### config.mk
export PLATFORM = sky130hd
export DESIGN_NAME = paint_arbiter
export DESIGN_NICKNAME = d
export VERILOG_FILES = /design/src/rtl/paint_arbiter.sv
export SDC_FILE = /design/constraint.sdc
export NUM_CORES = 1
export LEC_CHECK = 0
export ABC_AREA = 1
export CAP_MARGIN = 5
export CELL_PAD_IN_SITES_DETAIL_PLACEMENT = 0
export CELL_PAD_IN_SITES_GLOBAL_PLACEMENT = 1
export CORE_UTILIZATION = 33
export DETAILED_ROUTE_END_ITERATION = 10
export HOLD_SLACK_MARGIN = 0.06
export PLACE_DENSITY_LB_ADDON = 0.05
export SYNTH_ARGS = -nofsm -noshare
export SYNTH_HDL_FRONTEND = slang
export SYNTH_SLANG_ARGS = --single-unit
### constraint.sdc
create_clock -name CLOCK_50 -period 7.1 [get_ports CLOCK_50]
set_clock_uncertainty 0.15 [all_clocks]
set_input_delay 1.42 -clock CLOCK_50 [delete_from_list [all_inputs] [get_ports CLOCK_50]]
set_output_delay 1.42 -clock CLOCK_50 [all_outputs]
set_load 0.01 [all_outputs]
### src/rtl/paint_arbiter.sv
// Round-robin arbiter sharing the render_box24 painter between N_REQ draw requesters.
// Latches the winner's box command, pulses start, then waits for done or a watchdog timeout.
module paint_arbiter #(
  parameter int N_REQ = 3,
  parameter int TO_W  = 16
) (
  input  logic                 CLOCK_50,
  input  logic                 resetn,
  input  logic [N_REQ-1:0]     req,
  input  logic [10*N_REQ-1:0]  req_x0,
  input  logic [9*N_REQ-1:0]   req_y0,
  input  logic [9*N_REQ-1:0]   req_color,
  output logic [N_REQ-1:0]     ack,
  output logic [N_REQ-1:0]     cmp,
  output logic                 pnt_start,
  output logic [9:0]           pnt_x0,
  output logic [8:0]           pnt_y0,
  output logic [8:0]           pnt_color,
  input  logic                 pnt_busy,
  input  logic                 pnt_done,
  output logic [2:0]           owner,
  output logic                 active,
  output logic                 err_timeout
);

  typedef enum logic {IDLE, RUN} state_t;

  // One cycle before the counter would reach all-ones; the box ends on that edge.
  localparam logic [TO_W-1:0] WD_LAST = {{(TO_W-1){1'b1}}, 1'b0};

  state_t          state;
  logic [2:0]      rr_ptr;
  logic [TO_W-1:0] wd_cnt;

  logic       found;
  logic [2:0] win;
  logic [2:0] nxt_ptr;
  logic [9:0] sel_x0;
  logic [8:0] sel_y0;
  logic [8:0] sel_color;

  // Scan requests starting at rr_ptr, wrapping modulo N_REQ; first set bit wins.
  always_comb begin
    found   = 1'b0;
    win     = 3'd0;
    for (int off = 0; off < N_REQ; off++) begin
      int idx;
      idx = (int'(rr_ptr) + off) % N_REQ;
      if (!found && req[idx]) begin
        found = 1'b1;
        win   = 3'(idx);
      end
    end
    nxt_ptr   = 3'((int'(win) + 1) % N_REQ);
    sel_x0    = req_x0[int'(win)*10 +: 10];
    sel_y0    = req_y0[int'(win)*9 +: 9];
    sel_color = req_color[int'(win)*9 +: 9];
  end

  always_ff @(posedge CLOCK_50 or negedge resetn) begin
    if (!resetn) begin
      state       <= IDLE;
      rr_ptr      <= 3'd0;
      wd_cnt      <= '0;
      ack         <= '0;
      cmp         <= '0;
      pnt_start   <= 1'b0;
      pnt_x0      <= 10'd0;
      pnt_y0      <= 9'd0;
      pnt_color   <= 9'd0;
      owner       <= 3'd0;
      active      <= 1'b0;
      err_timeout <= 1'b0;
    end else begin
      ack       <= '0;
      cmp       <= '0;
      pnt_start <= 1'b0;
      case (state)
        IDLE: begin
          if (found && !pnt_busy) begin
            pnt_x0    <= sel_x0;
            pnt_y0    <= sel_y0;
            pnt_color <= sel_color;
            ack       <= N_REQ'(1) << win;
            pnt_start <= 1'b1;
            owner     <= win;
            active    <= 1'b1;
            wd_cnt    <= '0;
            rr_ptr    <= nxt_ptr;
            state     <= RUN;
          end
        end
        RUN: begin
          // pnt_start still high marks the first RUN cycle, where a done is stale.
          if (pnt_done && !pnt_start) begin
            cmp    <= N_REQ'(1) << owner;
            active <= 1'b0;
            state  <= IDLE;
          end else if (wd_cnt == WD_LAST) begin
            wd_cnt      <= wd_cnt + 1'b1;
            err_timeout <= 1'b1;
            cmp         <= N_REQ'(1) << owner;
            active      <= 1'b0;
            state       <= IDLE;
          end else begin
            wd_cnt <= wd_cnt + 1'b1;
          end
        end
        default: state <= IDLE;
      endcase
    end
  end

endmodule
Yosys cells after proc, flatten, opt, wreduce, memory -nomap -nowiden

Cells that the tools add are included.

Word-level logic and storage cells: 80
Flip-flop bits (word level): 60
Input port bits: 91

Multiplexer cells: 32
Bitwise gates (word level): 2
$add $sub $neg: 4
$lt $le $gt $ge: 3
Equality and inequality tests: 4
Multipliers: 2
Shifts and indexed selects: 5
Div/mod/pow operators: 4
Reductions and logical operators: 12

Operator list:

| operator                                                                      | number |
|---|---|
| 32-bit by 4-bit less-than comparator with 1-bit output, second input constant | 3 |
| 32-bit by 3-bit remainder unit with 32-bit output, second input constant      | 3 |
| 4-bit by 3-bit remainder unit with 32-bit output, second input constant       | 1 |
| 16-bit 2-to-1 mux                                                             | 2 |
| 16-bit one-hot mux with 2 select lines                                        | 1 |
| 27-bit by 32-bit variable part select with 9-bit output                       | 1 |
| 30-bit by 8-bit variable part select with 10-bit output                       | 1 |
| 27-bit by 8-bit variable part select with 9-bit output                        | 1 |
| 3-bit 2-to-1 mux                                                              | 8 |
| 16-bit by 1-bit adder with 16-bit output, second input constant               | 1 |
| 16-bit == test, second input constant                                         | 1 |
| 1-bit 2-to-1 mux                                                              | 16 |
| 3-bit by 1-bit adder with 4-bit output, second input constant                 | 2 |
| 3-bit by 4-bit multiplier with 7-bit output, second input constant            | 1 |
| 1-bit binary-select mux with 2-bit select                                     | 3 |
| 3-bit by 3-bit multiplier with 6-bit output, second input constant            | 1 |
| 2-bit AND reduction                                                           | 3 |
| 1-bit by 3-bit << shifter with 3-bit output, first input constant             | 2 |
| 3-bit by 2-bit adder with 4-bit output, second input constant                 | 1 |
| 1-bit logical AND                                                             | 4 |
| 1-bit logical NOT                                                             | 4 |
| 2-bit != test, second input constant                                          | 2 |
| 1-bit one-hot mux with 2 select lines                                         | 2 |
| 3-bit by 1-bit != test with 1-bit output, second input constant               | 1 |
| other kinds (2)                                                               | 3 |

Logic depth before layout (Yosys ltp)

Word-level depth: 14
Gate-level depth with buffers: 41
Gate-level depth less buffers: 39

Least setup slack after synthesis

Ideal clock, no wire load.

Path kind: register to register
Start point: reg rr_ptr[1]
End point: reg rr_ptr[2]
Data required time: 6.823 ns
Arrival: 4.625 ns
Stages on the path, launching flop included: 39
Path slack: 2.198 ns
Cell sequence: dfrtp_1 ha_1 inv_2 nand2_1 nand2_2 ha_1 inv_1 nand3_1 nand2_2 ha_1 inv_1 nor2_1 nand2_1 nand2_2 nand3_4 nand2_2 nand2_1 nand3_1 [... 3 more ...] inv_2 buf_6 buf_2 ha_1 inv_1 nand3_1 nand2_1 ha_1 ha_1 inv_1 nand3_1 nand2_1 inv_1 ha_1 a21oi_1 nand2_1 nand3_1 o21ai_0

Cells in the longest elaborated chain, start to end: 13
Elaborated cells on any way between the ends: 28
Classes of those cells: 3 x add/sub; 4 x div; 15 x mux; 6 x reduce/logical

Ends and longest elaborated chain:

| item                                                                                       | RTL line | source |
|---|---|---|
| from (decl)                                                                                | 32       | `logic [2:0] rr_ptr;` |
| from (signal assigned)                                                                     | 89       | `rr_ptr <= nxt_ptr;` |
| branches (longest 10 deep; another with 32-bit by 3-bit remainder unit with 32-bit output) | n/a      |  |
| 3-bit 2-to-1 mux *                                                                         | 49       | `if (!found && req[idx]) begin` |
| net win[1]                                                                                 | 36       | `logic [2:0] win;` |
| 3-bit by 1-bit adder with 4-bit output *                                                   | 54       | `nxt_ptr = 3'((int'(win) + 1) % N_REQ);` |
| 32-bit by 3-bit remainder unit with 32-bit output *                                        | 54       |  |

Mark *: on every way through the listed nets, which the timed path passes. The select of a mux whose other input is x is not followed.
A chain may end at the register's enable or synchronous reset.

Worst setup path after layout

Start point: reg rr_ptr[0]
End point: reg rr_ptr[2]

Cells in the longest elaborated chain, start to end: 13
Elaborated cells on any way between the ends: 28
Classes of those cells: 3 x add/sub; 4 x div; 15 x mux; 6 x reduce/logical

Ends and longest elaborated chain:

| item |
|---|
| branches (longest 13 deep; another with 32-bit by 3-bit remainder unit with 32-bit output) |

Parallel ways; which one is timed is not known. The select of a mux whose other input is x is not followed.

==> results by group <==
Critical path
  – Crit end category: register
  – WP buf/inv: 7
  – Arrival @ worst endpoint: 5450 ps
  – CP Class: reg -> reg
  – Crit path largest cell delay: 680 ps
  – Slowest cell on crit path: dfrtp_1
  – Delay-heaviest family, CP: simple AND/OR/NAND/NOR gates
  – Worst-path maximum fanout: 13
  – Worst setup SP type: register
  – CP required: 7160 ps

Synthesis
  – Synth Area in Simple Gates: 34.7%
  – Syn avg cell area: 7.06 um^2
  – Register area share after synthesis: 35.9%
  – Synth area leaders: dfrtp_1 36%, nand2_1 17%, ha_1 7.8%
  – Synth Register Bits: 60
  – Largest family of logic cells by synthesized area: simple AND/OR/NAND/NOR gates
  – Post-Synth XOR/XNOR Area: 1.68%
  – Cell accounting for the most synthesized area: dfrtp_1
  – Asr flop ratio synth: 100%
  – Yosys top cell area share: 35.9%
  – Synth Flop Type: dfrtp_1
  – Post-synthesis compound-gate area fraction: 10.8%
  – Synthesized instance count: 592
  – Synth cell types: 40
  – EDFF count, synth: 0
  – Cell area after synthesis: 0.00418 mm^2
  – Mux cell area share after synthesis: 0%
  – Synth warn: 0
  – Adder-cell share of the synthesized area: 8.26%

Clock network
  – Number of gates resized after cts: 0
  – Later-pin clock latency in the skew report: 330 ps
  – Clock slew at reported path FFs: 60 ps
  – Cts hold-fix bufs: 0
  – CTS tree: yes
  – Clock Tree Root: clkbuf_16
  – TritonCTS Sinks: 60
  – Post CTS Setup Buffer Count: 0
  – CTS Buf Count: 9
  – Worst-case clock buffer depth: 2
  – H-tree levels: 3

Route
  – Initial DRC count: 152
  – First-pass DRT Iterations: 4
  – DRC Markers: 0
  – Vias post-DR: 4132
  – Avg WL per Cell: 13.5 um
  – Vias/cell: 4.65
  – Antenna-violating nets left: 0
  – Final wirelength: 12000 um

Die
  – Io pins: 131
  – Die ar.: 0.0131 mm^2
  – Rows: 40
  – Chip width: 115 um
  – Die Height: 115 um
  – Core area: 0.0122 mm^2
  – Initial Util: 34.4%

Final layout
  – Core Util, Final: 48.5%
  – Final-stage net count: 834
  – Most frequent cells in the layout: 186 x nand2_1, 129 x clkdlybuf4s50_1, 84 x nor2_1, 60 x dfrtp_1, 52 x inv_1
  – Commonest non-fill, non-tap cell in the layout: nand2_1
  – # diodes: 0
  – Fillcell total: 1225
  – Area grow syn2layout: 41.3%
  – Share of layout cells above drive strength 1: 6.38%

Timing
  – Max Clk Rate: 185 MHz
  – Slew margin rel.: 46.1%
  – Final hold slack: 308 ps
  – Worst-Margin Slew: 808 ps
  – Fin. Hold Viols: 0
  – Setup TNS: 0 ps
  – Setup ws final: 1710 ps
  – Final setup fails: 0
  – Post-route minimum period: 5390 ps
  – Max-slew violation count: 0
  – Period utilization: 75.9%
  – Unrepaired setup endpoints after global routing: false

Placement
  – Gpl congestion: 0.864
  – Number of port buffers: 130
  – DP Worst Slack: 1720 ps
  – Final HPWL DP: 8710 um

Worst hold path
  – Hold crit path type: reg -> reg

GRT
  – Largest net degree at the start of global routing: 61
  – First-pass GRT wire length: 19900 um
  – GRT Util Overall: 19.5%
  – Vias in the first global route: 4078
  – Initial antenna violation count: 0
  – GR Overflow Total: 0

Flow run
  – Max-cap viol count: 0

Run status
  – Outcome: finished clean
## state kept, by name (all words and copies together) (netlist names), 3 cells and up
name       flops
owner          3
rr_ptr         3
pnt_color      9
pnt_y0         9
pnt_x0        10
cmp            3
wd_cnt        16
ack            3
## through the flow
stage	cells	cell area [um^2]
2_1_floorplan	593	4180
3_3_place_gp	873	5590
3_5_place_dp	873	5590
4_1_cts	889	5900
5_1_grt	889	5900
6_report	889	5900
## worst register-to-register path, delay by kind of cell, from the launching register on
| family | cells | cell delay (ps) |
|---|---|---|
| compound gates | 3 | 450 |
| fa+ha+maj | 7 | 1670 |
| buf+inv | 7 | 440 |
| flops | 1 | 680 |
| simple gates | 19 | 1880 |
## Yosys cell counts, drive strengths merged, types with 2 or more instances
| master | number |
|---|---|
| nand2 | 197 |
| nor2 | 85 |
| inv | 61 |
| dfrtp | 60 |
| nand3 | 38 |
| o31ai | 34 |
| ha | 26 |
| buf | 17 |
| o21ai | 17 |
| nor3 | 12 |
| a21oi | 11 |
| xor2 | 8 |
| nand4 | 7 |
| clkbuf | 4 |
| nor3b | 2 |
| o211ai | 2 |
## kinds of logic (layout without fill, tap and decap cells)
family / count (synthesis) / count (layout)
other: 1 / 2
XOR/XNOR: 8 / 8
adder cells (fa/ha/maj): 27 / 27
flip-flops: 60 / 60
AND/OR/NAND/NOR: 345 / 345
buffers and inverters: 83 / 211
AO/OA/AOI/OAI: 68 / 68
## layout make-up
cell class | count | area, um^2 | area share [%]
clock buffers | 11 | 253 | 4.28
clock inverters | 5 | 60.1 | 1.02
inverters | 62 | 235 | 3.98
multi-input cells | 450 | 2320 | 39.4
flip-flops and latches | 60 | 1500 | 25.4
well taps | 168 | 210 | 3.56
repair buffers | 133 | 1320 | 22.3
## path summary, 6_finish.rpt
| kind | slack [ps] | cells after the start | startpoint | endpoint |
|---|---|---|---|---|
| setup / recovery | 1710 | 36 | rr_ptr[0]$_DFFE_PN0P_ | rr_ptr[2]$_DFFE_PN0P_ |
| hold / removal | 310 | 1 | err_timeout$_DFFE_PN0P_ | err_timeout$_DFFE_PN0P_ |
| setup reg to reg | 1710 | 36 | rr_ptr[0]$_DFFE_PN0P_ | rr_ptr[2]$_DFFE_PN0P_ |
| hold reg to reg | 310 | 1 | err_timeout$_DFFE_PN0P_ | err_timeout$_DFFE_PN0P_ |
| max in group asynchronous | 5160 | 2 | resetn | pnt_y0[8]$_DFFE_PN0P_ |
| min in group asynchronous | 1130 | 2 | resetn | pnt_color[1]$_DFFE_PN0P_ |
## metal layers
metal / track usage, % / up-vias / wire (um)
met4: 5.28 / 0 / 153
met5: 0 / - / 0
met2: 31.8 / 116 / 5290
li1: - / 2155 / -
met1: 24.2 / 1848 / 5550
met3: 7.04 / 13 / 965
Power is left out: the tool's default activity adds up to more than one toggle a clock period on the data nets, which glitch-free logic cannot reach.
